==> src/rtl/mem_access_unit.sv <==
// mem_access_unit: multicycle load/store unit with lane selection,
// sign/zero extension, read-modify-write sub-word stores and misalignment trap.
module mem_access_unit #(
    parameter int DATA_W = 32,
    parameter int ADDR_W = 32
) (
    input  logic              clk,
    input  logic              reset,
    input  logic              start,
    input  logic              is_store,
    input  logic [1:0]        size,
    input  logic              sign_ext,
    input  logic [ADDR_W-1:0] addr,
    input  logic [DATA_W-1:0] store_data,
    input  logic [DATA_W-1:0] mem_rdata,
    input  logic              mem_ready,
    output logic              mem_rd,
    output logic              mem_wr,
    output logic [ADDR_W-1:0] mem_addr,
    output logic [DATA_W-1:0] mem_wdata,
    output logic [DATA_W-1:0] load_out,
    output logic              done,
    output logic              busy,
    output logic              misaligned
);

    localparam int OFF_W = $clog2(DATA_W / 8);
    localparam int SH_W  = OFF_W + 3;

    typedef enum logic [2:0] {
        S_IDLE,
        S_READ,
        S_MERGE,
        S_WRITE,
        S_DONE,
        S_ERR
    } state_e;

    state_e              state_q, state_d;
    logic                is_store_q, is_store_d;
    logic [1:0]          size_q, size_d;
    logic                sign_ext_q, sign_ext_d;
    logic [OFF_W-1:0]    off_q, off_d;
    logic [DATA_W-1:0]   sdata_q, sdata_d;
    logic [DATA_W-1:0]   rdata_q, rdata_d;
    logic                mem_rd_q, mem_rd_d;
    logic                mem_wr_q, mem_wr_d;
    logic [ADDR_W-1:0]   mem_addr_q, mem_addr_d;
    logic [DATA_W-1:0]   mem_wdata_q, mem_wdata_d;
    logic [DATA_W-1:0]   load_out_q, load_out_d;
    logic                done_q, done_d;
    logic                mis_q, mis_d;

    function automatic logic [SH_W-1:0] lane_shift(
        input logic [OFF_W-1:0] off
    );
        return {off, 3'b000};
    endfunction

    function automatic logic [DATA_W-1:0] size_mask(
        input logic [1:0] sz
    );
        logic [DATA_W-1:0] m;
        m = '0;
        case (sz)
            2'b10:   m[7:0]  = '1;
            2'b01:   m[15:0] = '1;
            default: m[31:0] = '1;
        endcase
        return m;
    endfunction

    function automatic logic illegal(
        input logic [1:0]       sz,
        input logic [OFF_W-1:0] off
    );
        return (sz == 2'b11)
            || (sz == 2'b01 && off[0])
            || (sz == 2'b00 && off[1:0] != 2'b00);
    endfunction

    // Lane is shifted down to bit 0, then filled above its width.
    function automatic logic [DATA_W-1:0] extend(
        input logic [DATA_W-1:0] w,
        input logic [OFF_W-1:0]  off,
        input logic [1:0]        sz,
        input logic              sx
    );
        logic [DATA_W-1:0] sh;
        logic [DATA_W-1:0] m;
        logic              msb;
        sh = w >> lane_shift(off);
        m  = size_mask(sz);
        case (sz)
            2'b10:   msb = sh[7];
            2'b01:   msb = sh[15];
            default: msb = sh[31];
        endcase
        return (sh & m) | ({DATA_W{sx & msb}} & ~m);
    endfunction

    function automatic logic [DATA_W-1:0] merge(
        input logic [DATA_W-1:0] w,
        input logic [DATA_W-1:0] sd,
        input logic [OFF_W-1:0]  off,
        input logic [1:0]        sz
    );
        logic [DATA_W-1:0] m;
        logic [DATA_W-1:0] lm;
        m  = size_mask(sz);
        lm = m << lane_shift(off);
        return (w & ~lm) | ((sd & m) << lane_shift(off));
    endfunction

    always_comb begin
        state_d     = state_q;
        is_store_d  = is_store_q;
        size_d      = size_q;
        sign_ext_d  = sign_ext_q;
        off_d       = off_q;
        sdata_d     = sdata_q;
        rdata_d     = rdata_q;
        mem_addr_d  = mem_addr_q;
        mem_wdata_d = mem_wdata_q;
        load_out_d  = load_out_q;
        mem_rd_d    = 1'b0;
        mem_wr_d    = 1'b0;
        done_d      = 1'b0;
        mis_d       = 1'b0;

        case (state_q)
            S_IDLE: begin
                if (start) begin
                    is_store_d = is_store;
                    size_d     = size;
                    sign_ext_d = sign_ext;
                    off_d      = addr[OFF_W-1:0];
                    sdata_d    = store_data;
                    mem_addr_d = {addr[ADDR_W-1:OFF_W], {OFF_W{1'b0}}};
                    if (illegal(size, addr[OFF_W-1:0])) begin
                        state_d = S_ERR;
                        done_d  = 1'b1;
                        mis_d   = 1'b1;
                    end else if (is_store && size == 2'b00) begin
                        state_d     = S_WRITE;
                        mem_wr_d    = 1'b1;
                        mem_wdata_d = merge('0, store_data,
                                            addr[OFF_W-1:0], 2'b00);
                    end else begin
                        state_d  = S_READ;
                        mem_rd_d = 1'b1;
                    end
                end
            end
            S_READ: begin
                if (mem_ready) begin
                    rdata_d = mem_rdata;
                    if (is_store_q) begin
                        state_d = S_MERGE;
                    end else begin
                        state_d    = S_DONE;
                        done_d     = 1'b1;
                        load_out_d = extend(mem_rdata, off_q,
                                            size_q, sign_ext_q);
                    end
                end else begin
                    mem_rd_d = 1'b1;
                end
            end
            S_MERGE: begin
                state_d     = S_WRITE;
                mem_wr_d    = 1'b1;
                mem_wdata_d = merge(rdata_q, sdata_q, off_q, size_q);
            end
            S_WRITE: begin
                if (mem_ready) begin
                    state_d = S_DONE;
                    done_d  = 1'b1;
                end else begin
                    mem_wr_d = 1'b1;
                end
            end
            S_DONE:  state_d = S_IDLE;
            S_ERR:   state_d = S_IDLE;
            default: state_d = S_IDLE;
        endcase
    end

    always_ff @(posedge clk) begin
        if (reset) begin
            state_q     <= S_IDLE;
            is_store_q  <= 1'b0;
            size_q      <= 2'b00;
            sign_ext_q  <= 1'b0;
            off_q       <= '0;
            sdata_q     <= '0;
            rdata_q     <= '0;
            mem_rd_q    <= 1'b0;
            mem_wr_q    <= 1'b0;
            mem_addr_q  <= '0;
            mem_wdata_q <= '0;
            load_out_q  <= '0;
            done_q      <= 1'b0;
            mis_q       <= 1'b0;
        end else begin
            state_q     <= state_d;
            is_store_q  <= is_store_d;
            size_q      <= size_d;
            sign_ext_q  <= sign_ext_d;
            off_q       <= off_d;
            sdata_q     <= sdata_d;
            rdata_q     <= rdata_d;
            mem_rd_q    <= mem_rd_d;
            mem_wr_q    <= mem_wr_d;
            mem_addr_q  <= mem_addr_d;
            mem_wdata_q <= mem_wdata_d;
            load_out_q  <= load_out_d;
            done_q      <= done_d;
            mis_q       <= mis_d;
        end
    end

    assign mem_rd     = mem_rd_q;
    assign mem_wr     = mem_wr_q;
    assign mem_addr   = mem_addr_q;
    assign mem_wdata  = mem_wdata_q;
    assign load_out   = load_out_q;
    assign done       = done_q;
    assign misaligned = mis_q;
    assign busy       = (state_q != S_IDLE);

endmodule

==> config.mk <==
export PLATFORM = sky130hd
export DESIGN_NAME = mem_access_unit
export DESIGN_NICKNAME = d
export VERILOG_FILES = /design/src/rtl/mem_access_unit.sv
export SDC_FILE = /design/constraint.sdc
export NUM_CORES = 1
export LEC_CHECK = 0
export BUFFER_PORTS_ARGS = -buffer_cell sky130_fd_sc_hd__buf_4
export CAP_MARGIN = 25
export CORE_ASPECT_RATIO = 0.5
export CORE_MARGIN = 5
export CORE_UTILIZATION = 39
export DETAILED_ROUTE_END_ITERATION = 7
export PLACE_DENSITY = 0.67
export SLEW_MARGIN = 20
export SYNTH_ARGS = -nofsm -noshare
export SYNTH_HDL_FRONTEND = slang
export SYNTH_SLANG_ARGS = --single-unit
==> constraint.sdc <==
create_clock -name clk -period 1.8 [get_ports clk]
set_clock_uncertainty 0.05 [all_clocks]
set_input_delay 0.09 -clock clk [delete_from_list [all_inputs] [get_ports clk]]
set_output_delay 0.09 -clock clk [all_outputs]
set_load 0.02 [all_outputs]
# Word-level counts from Yosys, hierarchy flattened
# Index checks and enable logic that the tools add are counted.
# Widths: inputs -> output; s select.
# word_totals
regBits,171
# classes
eq_ne,12
shift,4
muxes,48
bitwise_logic,12
n_reduce_logical,17
# op_table
op,n
$mux 32,7
$and 32x32->32,5
$shl 32x5->32,3
$mux 16,5
$mux 8,9
$not 32->32,2
$or 32x32->32,2
$pmux 32 s2,1
$shr 32x5->32,1
$mux 1,15
$mux 3,5
$pmux 3 s4,1
$ne 2x2->1 const B,5
$eq 3x2->1 const B,2
$pmux 1 s3,2
$reduce_and 3->1,2
$eq 2x1->1 const B,2
$eq 2x2->1 const B,2
$pmux 1 s2,2
$reduce_and 2->1,2
$reduce_and 4->1,1
$reduce_bool 2->1,2
$reduce_or 2->1,2
$eq 3x1->1 const B,1
8 further kinds,12

# Logic depth before layout (Yosys ltp)
# Gate-level depths: netlist of run 1.
# depth
word_depth,13
ltp_mapped,8
mapped_depth_nobuf,6

# Worst setup path after synthesis of run 1
# Ideal clock, no wire load.
# synth_path
path_kind,reg2reg
from,register size_q[0]
to,register mem_wdata_q[25] (netlist: mem_wdata[25])
setup_time_ns,0.126
arrival_ns,1.789
t_required_ns,1.624
setup_slack_ns,-0.165
stages_incl_launch_ff,9
path_cell_list,dfxtp_1 -> inv_1 -> ha_1 -> clkbuf_1 -> nor2b_1 -> clkbuf_1 -> a211oi_1 -> nor4_1 -> o32ai_1
# synth_between
elab_chain_cells,9
word_cells_on_any_way,14
# synth_rtl
item,line,text
from (decl),41,"logic [1:0] size_q, size_d;"
from (signal assigned),208,size_q <= size_d;
$eq 2x1->1 or $eq 2x2->1 (tied branches),65,case (sz)
$reduce_or 2->1 (no line),-,
$mux 16,65,
$mux 16,131,case (state_q)
$shl 32x5->32,111,lm = m << lane_shift(off);
$not 32->32,112,return (w & ~lm) | ((sd & m) << lane_shift(off));
$and 32x32->32,112,
$or 32x32->32 *,112,
$pmux 32 s2 *,131,
to (signal assigned),216,mem_wdata_q <= mem_wdata_d;
to (decl),49,"logic [DATA_W-1:0] mem_wdata_q, mem_wdata_d;"
# Every way passes the cells marked *; elsewhere a longest branch is shown, timed or not. The select of a mux whose other input is x is not followed.
# A chain may end at the register's enable or synchronous reset.

# Worst setup path in the final report of run 1
# layout_path
from,register size_q[0]
to,register mem_wdata_q[8] (netlist: mem_wdata[8])
# Same word-level chain as after synthesis.

==> metrics.yaml, run 1 <==
status:
  outcome: "complete, no violations"
grt:
  grt_max_degree: 50
  grt_pass1_wl_um: 51300
  grt_pass1_vias: 8939
  track_usage_pct: 26.3
  grt_overflow: 0
  antenna_found_initial: 2
cts:
  cts.sinks: 171
  cts.path.max_buffers: 2
  htree_num_levels: 4
  numCtsBuffers: 17
  clock_latency_ns: 0.44
  cts_tree: "built"
  cts_root_buf: "clkbuf_16"
  clkSlewWorstSetupHoldPaths_ns: 0.07
die:
  fp.dieW_um: 217
  io_pins: 205
  initial_utilization_pct: 40.2
  die_area_um2: 24700
  die_h_um: 114
  row_count: 37
  coreArea_um2: 20800
synthesis:
  synth.avg_cell_area_um2: 8.20
  ys_seq_area_share_pct: 40.9
  synth_edf_count: 0
  ys_types: 65
  yosysWarnings: 0
  synth_flop_cell: "dfxtp_1"
  synth-seq-cells: 171
  syn-instance-count: 1022
  syn_area_um2: 8380
  async_flop_share_pct: 0
power_and_ir_drop:
  p_per_area_nw_per_um2: 855
  p_leak_nw: 5.04
  ir_drop_v: 0.000596
drt:
  wl_um: 33600
  first_pass_iters: 5
  post-route-drc-count: 0
  routedWlPerCell_um: 20.8
  viasPerCell: 5.65
  detail-route-antenna-nets: 0
  vias: 9122
  drt-initial-drc-count: 858
sta:
  fin_setup_tns_ns: 0
  fmax_ghz: 0.558
  setup_violations: 0
  final_max_slew_viol_count: 0
  maxSlewHeadroom_pct: 48.5
  rsz0062_at_grt: "true"
  hold_violations: 0
  min_period_ns: 1.79
  fin_crit_sh_pct: 99.5
  worst_pin_slew_ns: 0.769
placement:
  placed_area_um2: 10500
  numPortBuffers: 202
  hpwl_um: 23300
  routabilityCongestion: 0.994
worst_setup_path:
  path_max_fanout: 12
  crit_arrival_ns: 2.09
  ff2ff_setup_slack_ns: 0.009
  startpoint_type: "flip-flop"
  rr_startpoint: "size_q[0]$_SDFFE_PP0P_"
  crit_start: "size_q[0]$_SDFFE_PP0P_"
  worst_r2r_endpoint: "mem_wdata[8]$_SDFFE_PP0P_"
  worstSetupPathType: "reg2reg"
  critPathRequiredTime_ns: 2.10
  critPathCaptureType: "flip-flop"
  reg2regPathDepth: 8
finish:
  stdcell_area_um2: 12700
  syn_to_final_growth_pct: 51.2
  layout.cells.most_common_list: "254 x buf_4, 237 x nand2_1, 165 x dfxtp_1"
  multiInputGateArea_um2: 4760
  final_nets: 1432
  mostFrequentLayoutCell: "buf_4"
  fillers: 1756
  drive_gt1_share_pct: 31.1
  ff_latch_area_um2: 3440
flow_run:
  cap_violations: 0
worst_hold_path:
  hold_start: "reset"
  hold_end: "sdata_q[2]$_SDFFE_PP0P_"
  hold_depth: 2
  min-delay-path-class: "in2reg"
-- layer usage --
layer	GRT usage [%]	routed length (um)	share of wire, %
met3	6.13	2810	8.3
met2	41.6	15000	45
met1	35.1	14400	43
met5	0	0	0
met4	10.7	1320	3.9
-- worst max path at each step --
| stage | endpoint | cells past startpoint |
|---|---|---|
| global route | load_out[13]$_SDFFE_PP0P_ | 7 |
| detailed placement | mem_wdata[27]$_SDFFE_PP0P_ | 6 |
| floorplan | mem_wdata[2]$_SDFFE_PP0P_ | 7 |
| global placement | mem_wdata[1]$_SDFFE_PP0P_ | 5 |
| CTS | mem_wdata[17]$_SDFFE_PP0P_ | 7 |
| finish | mem_wdata[8]$_SDFFE_PP0P_ | 8 |
-- per-stage QoR --
| step | utilization (%) | hold slack [ns] | total power (W) | cells | setup slack [ns] |
|---|---|---|---|---|---|
| 2_1_floorplan | - | 0.176 | 0.00532 | 1023 | -0.0158 |
| 3_3_place_gp | 50.3 | 0.287 | 0.00623 | 1467 | -0.108 |
| 3_5_place_dp | 50.3 | 0.298 | 0.00627 | 1467 | -0.170 |
| 4_1_cts | 59.4 | 0.00192 | 0.0107 | 1606 | -0.00457 |
| 5_1_grt | 60.8 | 0.0177 | 0.0112 | 1613 | -0.0544 |
| 6_report | 60.8 | 0.0252 | 0.0108 | 1614 | 0.00862 |
-- critical path, cell delays in order, from the launching register on --
cell      delay, ns
dfxtp_2        0.34
inv_2          0.05
ha_4           0.16
buf_12         0.14
nand2b_1       0.09
buf_4          0.16
and2_1         0.21
o221ai_1       0.22
a211oi_1       0.27
-- synthesized netlist by cell type, types with 7 or more instances --
cell | instances | share of area (%)
a221oi_1 | 7 | 0.73
nor3_1 | 12 | 0.72
a21oi_1 | 159 | 9.5
mux2i_1 | 28 | 3.3
nor3b_1 | 11 | 0.99
mux4_2 | 9 | 2.4
clkbuf_1 | 57 | 2.6
dfxtp_1 | 171 | 41
o211ai_1 | 8 | 0.72
and2_1 | 11 | 0.82
a21boi_0 | 7 | 0.63
nor2_1 | 52 | 2.3
o221ai_1 | 12 | 1.3
a311oi_1 | 8 | 0.84
o2bb2ai_1 | 7 | 0.73
o311ai_1 | 8 | 0.84
buf_2 | 20 | 1.2
nand2_1 | 238 | 11
nand2b_1 | 15 | 1.1
buf_4 | 8 | 0.72
a211oi_1 | 32 | 2.9
inv_1 | 19 | 0.85
a221o_1 | 8 | 0.96
mux2_2 | 26 | 3.5
-- flip-flops by register name, indices dropped and copies added (netlist names), 2 cells and up --
name,cells
load_out,32
mem_addr,30
mem_wdata,32
off_q,2
rdata_q,32
sdata_q,32
size_q,2
state_q,3
-- power by group --
group	internal, W	switching [W]
logic	0.00111	0.00129
clock network	0.00268	0.00158
registers	0.00400	0.000179
-- area by class of cell --
class / count / share of cell area (%)
Clock inverter: 10 / 1.69
Inverter: 19 / 0.583
Multi-Input combinational cell: 737 / 37.6
Sequential cell: 171 / 27.1
Antenna cell: 3 / 0.0593
Tap cell: 273 / 2.70
Clock buffer: 21 / 3.63
Timing Repair Buffer: 380 / 26.7
-- cells by family after synthesis --
kind of cell	after synthesis	share of synthesized area, %
flip-flops	171	40.9
AND/OR/NAND/NOR	376	19.9
adder cells (fa/ha/maj)	2	0.299
buffers and inverters	116	6.53
multiplexers	63	9.26
other	1	0.0448
AO/OA/AOI/OAI	293	23.1
-- repair_timing --
action | in CTS | in global routing
cloned | 2 | 1
buffers inserted | 5 | 7
hold buffers | 101 | 0
endpoints found under the hold margin | 117 | 0
resized for setup | 30 | 62
pin swaps | 14 | 21
endpoints found under the setup margin | 47 | 92
Power figures use the tool's default switching activity.
==> run 2, diff against run 1 <==
--- a/config.mk
+++ b/config.mk
@@ -5,6 +5,7 @@
 export SDC_FILE = /design/constraint.sdc
 export NUM_CORES = 1
 export LEC_CHECK = 0
+export ABC_AREA = 1
 export BUFFER_PORTS_ARGS = -buffer_cell sky130_fd_sc_hd__buf_4
 export CAP_MARGIN = 25
 export CORE_ASPECT_RATIO = 0.5
==> metrics.yaml, run 2 <==
status:
  outcome: "complete, no violations"
synthesis:
  synth_top_area_share_pct: 42.5
  ys_types: 34
  ys_seq_area_share_pct: 42.5
  yosys.area.top_type: "dfxtp_1"
  syn-instance-count: 1150
  syn_area_um2: 8060
  yosys-top-cells-area: "dfxtp_1 42%, nand2_1 11%, o21ai_0 9.6%"
  synth-seq-cells: 171
  synth_flop_cell: "dfxtp_1"
  synth.avg_cell_area_um2: 7.01
  async_flop_share_pct: 0
  synth_edf_count: 0
  yosys-top-cells-count: "236 x nand2_1, 171 x dfxtp_1, 155 x o21ai_0"
  synth.most_common_cell: "nand2_1"
  yosysWarnings: 0
finish:
  fin_cells: 1735
  syn_to_final_growth_pct: 46.0
  layout.cells.most_common_list: "251 x buf_4, 236 x nand2_1, 167 x dfxtp_1"
  stdcell_area_um2: 11800
  drive_gt1_share_pct: 23.7
  antenna_cells_inserted: 0
  mostFrequentLayoutCell: "buf_4"
  final_nets: 1555
  fillers: 1878
die:
  die_h_um: 112
  row_count: 37
  die_area_um2: 23800
  initial_utilization_pct: 39.5
  io_pins: 205
  coreArea_um2: 20400
  fp.dieW_um: 213
flow_run:
  cap_violations: 0
cts:
  cts.path.max_buffers: 2
  numCtsBuffers: 17
  cts_root_buf: "clkbuf_16"
  clkSlewWorstSetupHoldPaths_ns: 0.07
  cts.sinks: 171
  clock_latency_ns: 0.44
  cts_tree: "built"
  htree_num_levels: 4
sta:
  min_period_ns: 1.75
  fin_setup_tns_ns: 0
  rsz0062_at_grt: "true"
  final_max_slew_viol_count: 0
  worst_pin_slew_ns: 0.522
  postLayoutSetupSlackWorst_ns: 0.0471
  setup_violations: 0
  fin_crit_sh_pct: 97.4
  maxSlewHeadroom_pct: 65.2
  fmax_ghz: 0.570
  hold_violations: 0
drt:
  routedWlPerCell_um: 19.4
  post-route-drc-count: 0
  vias: 9448
  drt-initial-drc-count: 959
  wl_um: 33600
  viasPerCell: 5.45
  detail-route-antenna-nets: 0
  first_pass_iters: 6
grt:
  grt_pass1_vias: 9239
  grt_pass1_wl_um: 52400
  grt_max_degree: 110
  track_usage_pct: 27.9
  grt_overflow: 0
  antenna_found_initial: 0
worst_setup_path:
  critPathRequiredTime_ns: 2.07
  endpoint: "mem_wdata[24]$_SDFFE_PP0P_"
  ff2ff_setup_slack_ns: 0.05
  crit_chain: "inv_2 > ha_4 > inv_2 > nor2_4 > a21oi_2 > buf_6 > nand2_1 > nand4_1 > nand2_1 > a21oi_1"
  cpPeakStageDelay_ns: 0.33
  worst_r2r_endpoint: "mem_wdata[24]$_SDFFE_PP0P_"
  crit_arrival_ns: 2.02
  path_max_fanout: 8
  cp_slowest_cell: "dfxtp_2"
  crit_start: "size_q[0]$_SDFFE_PP0P_"
  startpoint_type: "flip-flop"
  reg2regPathDepth: 10
  critPathCaptureType: "flip-flop"
  worstSetupPathType: "reg2reg"
  rr_startpoint: "size_q[0]$_SDFFE_PP0P_"
worst_hold_path:
  min-delay-path-class: "in2reg"
  hold_depth: 3
placement:
  numPortBuffers: 202
  placed_area_um2: 10000
  hpwl_um: 23700
  dp.cells: 1595
  routabilityCongestion: 1.03
  place_ws_ns: -0.0334
power_and_ir_drop:
  p_per_area_nw_per_um2: 944
  ir_drop_v: 0.000735
  p_leak_nw: 5.08
-- run 2: cell types whose count changed in the layout (fill, tap and decap cells not counted), sizes merged, moves of 12 or more --
cell	delta
mux2	-26
a31oi	+23
nand2b	-15
nor2	+76
buf	-16
nand3	+29
inv	+54
o21ai	+159
mux2i	-28
nand4	+12
nor3b	-13
a211oi	-32
-- run 2: worst min-delay path by stage --
stage / startpoint / end / slack [ns]
6_report: addr[1] / off_q[1]$_SDFFE_PP0P_ / 0.06
5_1_grt: addr[1] / off_q[1]$_SDFFE_PP0P_ / 0.08
4_1_cts: addr[1] / off_q[1]$_SDFFE_PP0P_ / 0.04
3_5_place_dp: mem_rdata[0] / rdata_q[0]$_SDFFE_PP0P_ / 0.29
3_3_place_gp: mem_rdata[6] / rdata_q[6]$_SDFFE_PP0P_ / 0.29
2_1_floorplan: mem_rdata[1] / rdata_q[1]$_SDFFE_PP0P_ / 0.17
-- run 2: where the power goes --
part	switching, W	internal (W)	total [W]	leakage, nW
combinational	0.00177	0.00121	0.00298	3.40
sequential	0.000247	0.00411	0.00435	1.40
clock	0.00162	0.00215	0.00377	0.286
-- run 2: what timing repair did --
action	4_1_cts	5_1_grt
endpoints found under the setup margin	20	43
gates cloned	1	0
hold buffers	103	0
resized for setup	7	19
setup buffers	0	4
pin swaps	3	3
endpoints found under the hold margin	122	0
-- run 2: final cells by class --
| type | count | area (um2) | share of cell area (%) |
|---|---|---|---|
| inverters | 76 | 295 | 2.51 |
| clock buffers | 22 | 474 | 4.03 |
| well taps | 273 | 342 | 2.90 |
| flip-flops and latches | 171 | 3430 | 29.1 |
| clock inverters | 10 | 116 | 0.988 |
| multi-input cells | 818 | 4000 | 33.9 |
| repair buffers | 365 | 3120 | 26.5 |
-- run 2: stage by stage --
stage	util, %	total power, W	hold WS, ns
after global placement	49.1	0.00704	0.290
after floorplan	-	0.00588	0.175
after CTS	57.3	0.0110	0.0377
after global routing	57.7	0.0116	0.0832
final	57.7	0.0111	0.0567
after detailed placement	49.1	0.00706	0.294
-- run 2: cell families (layout without fill, tap and decap cells) --
kind of cell / Yosys count / after routing / share of synthesized area, %
adder cells (fa/ha/maj): 2 / 2 / 0.310
AO/OA/AOI/OAI: 396 / 396 / 26.9
AND/OR/NAND/NOR: 417 / 418 / 21.3
other: 1 / 2 / 0.0465
buffers and inverters: 163 / 473 / 8.95
flip-flops: 171 / 171 / 42.5
-- run 2: per-layer routing --
layer  GRT usage, %  vias up  routed length, um
li1               -     4464                  -
met1           39.6     4369              14500
met2           41.7      549              14500
met3           7.07       66               3830
met4           8.81        0                793
met5              0        -                  0
-- run 2: critical path: cells and delay by family, from the launching register on --
family | cells | cell delay [ns]
simple gates | 4 | 0.64
buf+inv | 3 | 0.23
compound gates | 2 | 0.13
fa+ha+maj | 1 | 0.27
flops | 1 | 0.33
